<file path="config.mk">
export PLATFORM = sky130hd
export DESIGN_NAME = simd_muland_seq
export DESIGN_NICKNAME = d
export VERILOG_FILES = /design/src/rtl/simd_muland_seq.sv
export SDC_FILE = /design/constraint.sdc
export NUM_CORES = 1
export LEC_CHECK = 0
export ABC_AREA = 1
export BUFFER_PORTS_ARGS = -buffer_cell sky130_fd_sc_hd__buf_2
export CAP_MARGIN = 20
export CORE_AREA = 2 2 57 59
export DETAILED_ROUTE_END_ITERATION = 16
export DIE_AREA = 0 0 59 61
export PLACE_DENSITY = 0.77
export SLEW_MARGIN = 5
export SYNTH_ARGS = -nofsm -noshare
export SYNTH_HDL_FRONTEND = slang
export SYNTH_SLANG_ARGS = --single-unit
</file>
<file path="constraint.sdc">
create_clock -name clk_i -period 2 [get_ports clk_i]
set_input_delay 0.4 -clock clk_i [delete_from_list [all_inputs] [get_ports clk_i]]
set_output_delay 0.4 -clock clk_i [all_outputs]
set_load 0.1 [all_outputs]
</file>
<file path="src/rtl/simd_muland_seq.sv">
// Operation sequencer for the SIMD multiply/AND row unit: accepts a request, walks
// the y slices through the carry-save row, waits out the datapath, then hands off the result.
module simd_muland_seq #(
   parameter  int N_SLICE = 8,
   parameter  int DP_LAT  = 2,
   parameter  int CNT_W   = 16,
   localparam int SLICE_W = (N_SLICE > 1) ? $clog2(N_SLICE) : 1
) (
   input  logic               clk_i,
   input  logic               rst_n_i,
   input  logic               req_valid_i,
   output logic               req_ready_o,
   input  logic               req_mode_b_i,
   input  logic [2:0]         req_width_i,
   output logic               dp_load_o,
   output logic               dp_clr_o,
   output logic               dp_step_o,
   output logic [SLICE_W-1:0] dp_slice_o,
   output logic               dp_mode_b_o,
   output logic [2:0]         dp_width_o,
   output logic               res_valid_o,
   output logic               res_err_o,
   input  logic               res_ready_i,
   output logic               busy_o,
   output logic [CNT_W-1:0]   op_cnt_o
);

   typedef enum logic [1:0] {IDLE, RUN, DRAIN, DONE} state_t;

   localparam int                 DRAIN_W     = (DP_LAT > 1) ? $clog2(DP_LAT) : 1;
   localparam logic [SLICE_W-1:0] LAST_PASS_A = SLICE_W'(N_SLICE - 1);
   localparam logic [DRAIN_W-1:0] LAST_DRAIN  = DRAIN_W'((DP_LAT > 0) ? DP_LAT - 1 : 0);

   state_t             state_q, state_d;
   logic [SLICE_W-1:0] pass_q, pass_d;
   logic [DRAIN_W-1:0] drain_q, drain_d;
   logic               mode_b_q, mode_b_d;
   logic [2:0]         width_q, width_d;
   logic               err_q, err_d;
   logic [CNT_W-1:0]   op_cnt_q, op_cnt_d;

   logic width_ok;
   logic accept;
   logic last_pass;
   logic res_hs;

   // Only thermometer codes select a real lane width.
   assign width_ok  = (req_width_i == 3'b000) || (req_width_i == 3'b001) ||
                      (req_width_i == 3'b011) || (req_width_i == 3'b111);
   assign accept    = req_valid_i & req_ready_o;
   assign res_hs    = (state_q == DONE) & res_ready_i;
   assign last_pass = (pass_q == (mode_b_q ? {SLICE_W{1'b0}} : LAST_PASS_A));

   always_comb begin
      req_ready_o = 1'b0;
      dp_step_o   = 1'b0;
      res_valid_o = 1'b0;
      busy_o      = 1'b1;
      case (state_q)
         IDLE: begin
            req_ready_o = 1'b1;
            busy_o      = 1'b0;
         end
         RUN:   dp_step_o = 1'b1;
         DRAIN: ;
         DONE: begin
            req_ready_o = res_ready_i;
            res_valid_o = 1'b1;
         end
         default: ;
      endcase
      dp_load_o   = accept & width_ok;
      dp_clr_o    = dp_step_o & (pass_q == {SLICE_W{1'b0}});
      dp_slice_o  = dp_step_o ? pass_q : {SLICE_W{1'b0}};
      res_err_o   = res_valid_o & err_q;
      dp_mode_b_o = mode_b_q;
      dp_width_o  = width_q;
      op_cnt_o    = op_cnt_q;
   end

   always_comb begin
      state_d  = state_q;
      pass_d   = pass_q;
      drain_d  = drain_q;
      mode_b_d = mode_b_q;
      width_d  = width_q;
      err_d    = err_q;
      op_cnt_d = op_cnt_q;
      case (state_q)
         RUN: begin
            pass_d = pass_q + SLICE_W'(1);
            if (last_pass) begin
               pass_d  = {SLICE_W{1'b0}};
               drain_d = {DRAIN_W{1'b0}};
               state_d = (DP_LAT == 0) ? DONE : DRAIN;
            end
         end
         DRAIN: begin
            drain_d = drain_q + DRAIN_W'(1);
            if (drain_q == LAST_DRAIN) state_d = DONE;
         end
         DONE: if (res_ready_i) state_d = IDLE;
         default: ;
      endcase
      if (res_hs && !err_q) op_cnt_d = op_cnt_q + CNT_W'(1);
      // A new accept overrides the DONE->IDLE step so back-to-back ops have no gap.
      if (accept) begin
         mode_b_d = req_mode_b_i;
         width_d  = req_width_i;
         err_d    = ~width_ok;
         pass_d   = {SLICE_W{1'b0}};
         state_d  = width_ok ? RUN : DONE;
      end
   end

   always_ff @(posedge clk_i) begin
      if (!rst_n_i) begin
         state_q  <= IDLE;
         pass_q   <= '0;
         drain_q  <= '0;
         mode_b_q <= 1'b0;
         width_q  <= 3'b000;
         err_q    <= 1'b0;
         op_cnt_q <= '0;
      end else begin
         state_q  <= state_d;
         pass_q   <= pass_d;
         drain_q  <= drain_d;
         mode_b_q <= mode_b_d;
         width_q  <= width_d;
         err_q    <= err_d;
         op_cnt_q <= op_cnt_d;
      end
   end

endmodule
</file>
* After elaboration in Yosys (flattened, before gate mapping) *
Cells that the tools add are included.

cells by class
  reduce and logical (&&, ||, !) cells = 13
  eq/ne operators = 11
  add/sub/neg operators = 3
  bitwise gates (word level) = 7
  mux-type cells = 15

operator list
  operator                                                         number
  16-bit by 1-bit adder with 16-bit output, second input constant  1
  2-bit two-way mux                                                5
  3-bit two-way mux                                                3
  3-bit != test, second input constant                             3
  3-bit zero test                                                  2
  2-bit one-hot mux with 3 select lines                            1
  1-bit AND                                                        5
  2-bit == test, second input constant                             2
  1-bit two-way mux                                                4
  1-bit one-hot mux with 2 select lines                            2
  4-bit AND reduction                                              1
  4-bit nonzero test                                               1
  3-bit by 1-bit adder with 3-bit output, second input constant    1
  3-bit by 1-bit == test with 1-bit output, second input constant  1
  3-bit by 2-bit == test with 1-bit output, second input constant  1
  3-bit == test                                                    1
  3-bit == test, second input constant                             1
  1-bit logical OR                                                 3
  2-bit by 1-bit == test with 1-bit output, second input constant  1
  2-bit zero test                                                  1
  2-bit != test, second input constant                             1
  1-bit NOT                                                        2
  2-bit AND reduction                                              1
  2-bit nonzero test                                               1
  other kinds (4)                                                  4

word-level totals
  input port bits = 8
  logic and storage cells = 56
  output and inout bits = 30
  bits in registers = 27

* Longest topological paths before layout *
Gate-level depths: netlist of the first run.

  depth after elaboration = 6
  mapped depth = 9
  mapped depth without buffers = 9

* Worst setup path after synthesis of the first run *
OpenSTA, ideal clock, no wires.

  path kind = flip-flop to output port
  start point = register state_q[0]
  end point = output port dp_load_o
  stages on the path, launching flop included = 6
  buffers on the path = 0
  setup slack = -1.918 ns
  data required time = 1.600 ns
  arrival time = 3.518 ns
  cell sequence = dfxtp_1 > inv_1 > ha_1 > inv_1 > a21oi_1 > and3_2

on the way
  word-level cells in the longest chain between the ends = 4
  elaborated cells on any way between the ends = 5
  classes of those cells = eq/ne: 1; mux: 1; bitwise: 2; reduce/logical: 1

RTL lines
  what                                                     RTL line  RTL
  start, declared                                          34        state_t state_q, state_d;
  start signal, assigned                                   126       state_q <= state_d;
  2-bit == test / 2-bit zero test (equally long branches)  59        case (state_q)
  1-bit one-hot mux with 2 select lines (*)                59
  named net req_ready_o                                    12        output logic req_ready_o,
  1-bit AND (*)                                            50        assign accept = req_valid_i & req_ready_o;
  1-bit AND (*)                                            72        dp_load_o = accept & width_ok;
  end, declared                                            15        output logic dp_load_o,

Mark *: on every way through the listed nets, which the timed path passes. The rest lies on a longest branch.

* Final worst setup path of the first run *
  start point = register state_q[0]
  end point = output port dp_load_o

on the way
  word-level cells in the longest chain between the ends = 4
  elaborated cells on any way between the ends = 5
  classes of those cells = eq/ne: 1; mux: 1; bitwise: 2; reduce/logical: 1

RTL lines
  what                                                     RTL line
  2-bit == test / 2-bit zero test (equally long branches)  59
  1-bit one-hot mux with 2 select lines (*)                59
  1-bit AND (*)                                            50
  1-bit AND (*)                                            72

Mark *: on every way between the ends. The rest lies on a longest branch, timed or not.

==> results of run 1 <==
==> through the flow <==
step	total power [mW]	util (%)
4_1_cts	2.43	64.1
2_1_floorplan	1.81	-
5_1_grt	2.64	65.8
6_report	2.52	65.8
3_3_place_gp	2.11	61.9
3_5_place_dp	2.12	61.9
==> per-layer routing <==
layer  global-route usage [%]  wire length (µm)
met1                     25.7              1510
met2                     32.5              1530
met3                     3.20               176
met4                     5.84                79
met5                        0                 0
==> what timing repair did <==
item / 4_1_cts / 5_1_grt
hold endpoints to repair: 0 / 0
endpoints found under the setup margin: 6 / 5
pin swaps: 0 / 2
gates resized for setup: 10 / 3
setup buffers: 0 / 6
==> how the worst max path moves through the flow <==
stage | endpoint | depth (start not counted)
after floorplan | dp_load_o | 5
after global placement | dp_load_o | 5
after detailed placement | dp_load_o | 5
after CTS | dp_load_o | 5
after global routing | dp_load_o | 5
final | dp_load_o | 5
==> sequential cells by signal, indices dropped and copies added (netlist names) <==
| register | cells |
|---|---|
| dp_mode_b_o | 1 |
| dp_width_o | 3 |
| drain_q | 1 |
| err_q | 1 |
| op_cnt_o | 16 |
| pass_q | 3 |
| state_q | 2 |
==> layout make-up <==
type | instances | area (µm²) | share of cell area, %
clock buffers | 3 | 22.5 | 1.16
repair buffers | 44 | 330 | 17.0
flip-flops and latches | 27 | 551 | 28.3
clock inverters | 1 | 5.00 | 0.258
inverters | 35 | 134 | 6.89
multi-input cells | 156 | 860 | 44.2
well taps | 33 | 41.3 | 2.12
==> cells by family (layout without fill, tap and decap cells) <==
| kind of cell | Yosys count | count (layout) | share of synthesized area, % |
|---|---|---|---|
| fa+ha+maj | 8 | 8 | 6.62 |
| xor+xnor | 2 | 2 | 1.16 |
| simple gates | 115 | 115 | 35.0 |
| flops | 27 | 27 | 35.8 |
| compound gates | 31 | 31 | 10.6 |
| buf+inv | 39 | 83 | 10.8 |
==> worst max-delay path, cell delays in order, from the launching register on <==
cell and delay (ns):
dfxtp_4 0.42, ha_4 0.14, nand2_2 0.10, a21oi_4 0.17
and3_4 0.21, buf_12 0.17
==> power by group <==
part,leakage [nW],switching (mW),internal [mW]
Clock,0.0177,0.174,0.0753
Combinational,0.684,1.08,0.510
Sequential,0.221,0.0647,0.613
Total,0.922,1.32,1.20
==> cell usage in the layout, fill, tap and decap left out, drive strengths merged <==
master and instances:
clkinv 1, buf 44, clkbuf 3, nand3 13, dfxtp 27, inv 35, xor2 2, nor2 29
and3 2, a21oi 17, nand4 1, nor3 5, o21ai 12, nand3b 1, a211oi 2, nand2 64
ha 8
==> reports/metrics.csv, run 1 <==
metric;value;unit
status;finished, final reports clean;
R2R depth;10;
Worst setup EP type;primary output;
DRC;0;
Mapped Avg Cell Area;6.81;µm²
worst path arrival time;1.56;ns
grt total ovfl;0;
Hold Slack;0.336;ns
syn_nets;238;
# setup viols final;0;
Reg clk slew, reported paths;0.16;ns
ys async rst share;0;%
min Tclk post-route;1.96;ns
reg-to-reg setup timing slack;0.50;ns
Seq/Total Area, Yosys;35.8;%
initial core utilization;51.2;%
CP Class;register to primary output;
Chip Height;61;µm
CTS H-tree lvls;1;
die area;0.00360;mm²
Layout Area Growth over Synthesis;28.6;%
warnings from Yosys;0;
total wire length;3300;µm
Avg WL per Cell;11.0;µm
Post-synth top cells;nand2_1 (63), inv_1 (35), dfxtp_1 (27), nor2_1 (23), a21oi_1 (17);
Post-synth EDFFs;0;
number of antenna violations at the first check in global routing;0;
IO Count;38;
DRT Pass-1 Iters;4;
f_max;511;MHz
clock sink total;27;
Final Slew Violations;0;
design area;0.00194;mm²
routed vias;1510;
CP Launch Point;state_q[0]$_SDFFE_PN0P_;
Hold-fix buffers, CTS;0;
fill count;261;
IO buf count;37;
Slew @ Worst Pin;0.492;ns
DRT antenna net count;0;
most common cell in the netlist;nand2_1;
crit-path max FO;4;
Top FF cell, synth;dfxtp_1;
site row count;20;
total track usage;19.4;%
RR Startpoint;state_q[0]$_SDFFE_PN0P_;
Final Hold Viols;0;
top cell type's share of synthesized area;35.8;%
worst hold path class;input pin to register;
maximum vdd drop;1840;µV
RSZ-0062 raised after global routing;yes;
MaxCap Viol Count;0;
GPL Wtd Cong;0.845;
post-synthesis register bit count;27;
headroom to the max-slew limit;67.4;%
Placed Cells;289;
first-pass GRT wire length;5370;µm
Synth area leaders;dfxtp_1 (36%), nand2_1 (16%), inv_1 (8.7%), ha_1 (6.6%), nor2_1 (5.7%);
fin cells;299;
vias in the first global route;1259;
Antenna Cells;0;
DR vias/cell;5.05;
Min-Delay Endpoint;dp_width_o[2]$_SDFFE_PN0P_;
die span in x;59;µm
LEAKAGE;0.922;nW
CP Launch Type;register;
Iteration-0 DRC Markers;79;
Worst Skew;0.0118;ns
R2R Path End;op_cnt_o[14]$_SDFFE_PN0P_;
Clock Tree Buf Depth;2;
CTS tree;yes;
Pwr per Cell Area;1300;mW/mm²
hold depth;3;
root buffer cell;clkbuf_4;
setup ws final;0.0427;ns
setup TNS;0;ns
Clock Latency Late Sink;0.34;ns
worst slack at placement;0.190;ns
CP required;1.60;ns
Mapped Area;0.00151;mm²
Final nets;283;
Post-DP Area;0.00183;mm²
CORE AREA;0.00295;mm²
share of cells above drive strength 1;26.3;%
Final Cycle Share;97.9;%
Gate Count Post-Synth;222;
Synth cell types;22;
largest net degree at the start of global routing;21;
CTS Buf Count;3;
Synth area leader;dfxtp_1;
worst hold path startpoint;req_width_i[2];
dpl hpwl;2390;µm
(Power assumes the default switching activity.)
==> inputs of run 2 (changes only) <==
--- a/config.mk
+++ b/config.mk
@@ -11,7 +11,7 @@
 export CORE_AREA = 2 2 57 59
 export DETAILED_ROUTE_END_ITERATION = 16
 export DIE_AREA = 0 0 59 61
-export PLACE_DENSITY = 0.77
+export PLACE_DENSITY = 0.79
 export SLEW_MARGIN = 5
 export SYNTH_ARGS = -nofsm -noshare
 export SYNTH_HDL_FRONTEND = slang
==> reports/metrics.csv, run 2 (synthesis gave the netlist of run 1 again) <==
metric;value;unit;change
CP Class;register to primary output;;
DRC;0;;unchanged
reg-to-reg setup timing slack;0.50;ns;about the same
CP required;1.60;ns;about the same
# setup viols final;3;;+3
Avg WL per Cell;10.7;µm;-2.6%
Critical-path top delay cell;dfxtp_2;;
CTS tree;yes;;
headroom to the max-slew limit;67.5;%;about the same
design area;0.00187;mm²;-3.5%
CTS H-tree lvls;1;;unchanged
worst slack at placement;0.214;ns;+0.0248 ns
R2R Path End;op_cnt_o[14]$_SDFFE_PN0P_;;
Chip Height;61;µm;unchanged
first-pass GRT wire length;5240;µm;-2.4%
Post-DP Area;0.00183;mm²;unchanged
Comb pwr share;62.2;%;-1.0 points
die area;0.00360;mm²;unchanged
setup TNS;-0.0974;ns;-0.0974 ns
LEAKAGE;0.893;nW;-3.2%
commonest non-fill, non-tap cells in the layout;nand2_1 (62), inv_1 (35), buf_2 (29);;
number of antenna violations at the first check in global routing;0;;unchanged
worst hold path startpoint;req_width_i[2];;
Final Slew Violations;0;;unchanged
grt total ovfl;0;;unchanged
Reg clk slew, reported paths;0.15;ns;about the same
Post-Route Utilization;63.5;%;-2.3 points
site row count;20;;unchanged
total track usage;19.1;%;-0.24 points
IO buf count;37;;unchanged
Largest register FFs;16;;unchanged
Placed Cells;289;;unchanged
IO Count;38;;unchanged
Layout Area Growth over Synthesis;24.0;%;
CP Launch Type;register;;
Final nets;278;;-1.8%
Clk network pwr share;10.5;%;+0.6 points
CP Cell Sequence;inv_1, ha_1, a21oi_4, and3_4, buf_12;;
total wire length;3160;µm;-4.2%
Sequential Power Share;27.3;%;+0.4 points
worst path arrival time;1.67;ns;+0.11 ns
CTS Buf Count;3;;unchanged
routed vias;1440;;-4.6%
Min-Delay Endpoint;dp_width_o[2]$_SDFFE_PN0P_;;
Pwr per Cell Area;1270;mW/mm²;-1.7%
failing checks;setup timing;;
Slew @ Worst Pin;0.492;ns;-0.000173 ns
root buffer cell;clkbuf_4;;
fin cells;294;;-1.7%
largest net degree at the start of global routing;21;;unchanged
worst hold path class;input pin to register;;
fill count;274;;+5.0%
Pint;1.12;mW;-6.4%
DR vias/cell;4.90;;-3.0%
die span in x;59;µm;unchanged
Max stage delay on crit path;0.39;ns;-0.03 ns
setup ws final;-0.0698;ns;-0.113 ns
clock sink total;27;;unchanged
Final Hold Viols;0;;unchanged
Sw Pwr;1.27;mW;-4.0%
share of cells above drive strength 1;23.0;%;-3.3 points
Clock Latency Late Sink;0.34;ns;about the same
DRT Pass-1 Iters;4;;unchanged
Final Cycle Share;103;%;+5.6 points
vias in the first global route;1235;;-1.9%
hold depth;3;;unchanged
f_max;483;MHz;-5.4%
initial core utilization;51.2;%;unchanged
status;finished with violations;;
Iteration-0 DRC Markers;45;;-43%
Clock Tree Buf Depth;2;;unchanged
RSZ-0062 raised after global routing;yes;;
DRT antenna net count;0;;unchanged
CORE AREA;0.00295;mm²;unchanged
R2R depth;9;;-1
crit-path max FO;4;;unchanged
Worst setup EP type;primary output;;
Worst Skew;0.00621;ns;-0.00564 ns
Pwr Total;2.39;mW;-5.1%
MaxCap Viol Count;0;;unchanged
Antenna Cells;0;;unchanged
commonest non-fill, non-tap cell in the layout;nand2_1;;
RR Startpoint;state_q[0]$_SDFFE_PN0P_;;
Hold Slack;0.309;ns;-0.0262 ns
min Tclk post-route;2.07;ns;+0.113 ns
GPL Wtd Cong;0.860;;+1.8%
Sw Ratio;53.1;%;+0.62 points
maximum vdd drop;1760;µV;-4.7%
dpl hpwl;2450;µm;+2.3%
[run 2: changes by cell type in the layout (fill, tap and decap cells not counted), sizes merged]
cell,delta
clkbuf,+2
clkinv,-1
buf,-6
[run 2: repair_timing]
item | in CTS | in global routing
endpoints found under the setup margin | 5 | 8
pin swaps | 0 | 0
hold buffers | 0 | 0
buffers inserted | 1 | 0
resized for setup | 4 | 2
[run 2: worst max-delay path, delay by kind of cell (launching register included)]
| kind | cells | cell delay, ns |
|---|---|---|
| AO/OA/AOI/OAI | 1 | 0.14 |
| adder cells (fa/ha/maj) | 1 | 0.35 |
| buffers and inverters | 2 | 0.24 |
| flip-flops | 1 | 0.39 |
| AND/OR/NAND/NOR | 1 | 0.21 |
[run 2: metal layers]
layer,global-route usage [%],up-vias,share of wire (%)
met1,26.3,623,49
li1,-,779,-
met2,30.2,31,45
met3,2.99,7,4.0
met4,7.79,0,2.2
met5,0,-,0
[run 2: worst max-delay path by stage]
stage	start	endpoint	slack (ns)	depth (start not counted)
floorplan	state_q[0]$_SDFFE_PN0P_	dp_load_o	-0.64	5
global placement	state_q[0]$_SDFFE_PN0P_	dp_load_o	0.24	5
detailed placement	state_q[0]$_SDFFE_PN0P_	dp_load_o	0.21	5
CTS	state_q[0]$_SDFFE_PN0P_	dp_load_o	-0.08	5
global route	state_q[1]$_SDFFE_PN0P_	dp_clr_o	-0.13	5
finish	state_q[0]$_SDFFE_PN0P_	dp_load_o	-0.07	5
[run 2: layout make-up]
cell class                      instances  area [µm²]  area share [%]
Multi-Input combinational cell        156         835            44.5
Sequential cell                        27         546            29.1
Tap cell                               33        41.3            2.20
Clock buffer                            4        26.3            1.40
Inverter                               35         131            7.01
Timing Repair Buffer                   39         295            15.8
[run 2: power by group through the flow]
| stage | clock network [mW] | registers [mW] | logic (mW) |
|---|---|---|---|
| after floorplan | 0 | 0.814 | 0.991 |
| after global placement | 0 | 0.658 | 1.44 |
| after detailed placement | 0 | 0.660 | 1.46 |
| after CTS | 0.253 | 0.652 | 1.48 |
| after global routing | 0.279 | 0.660 | 1.59 |
| final | 0.250 | 0.652 | 1.49 |
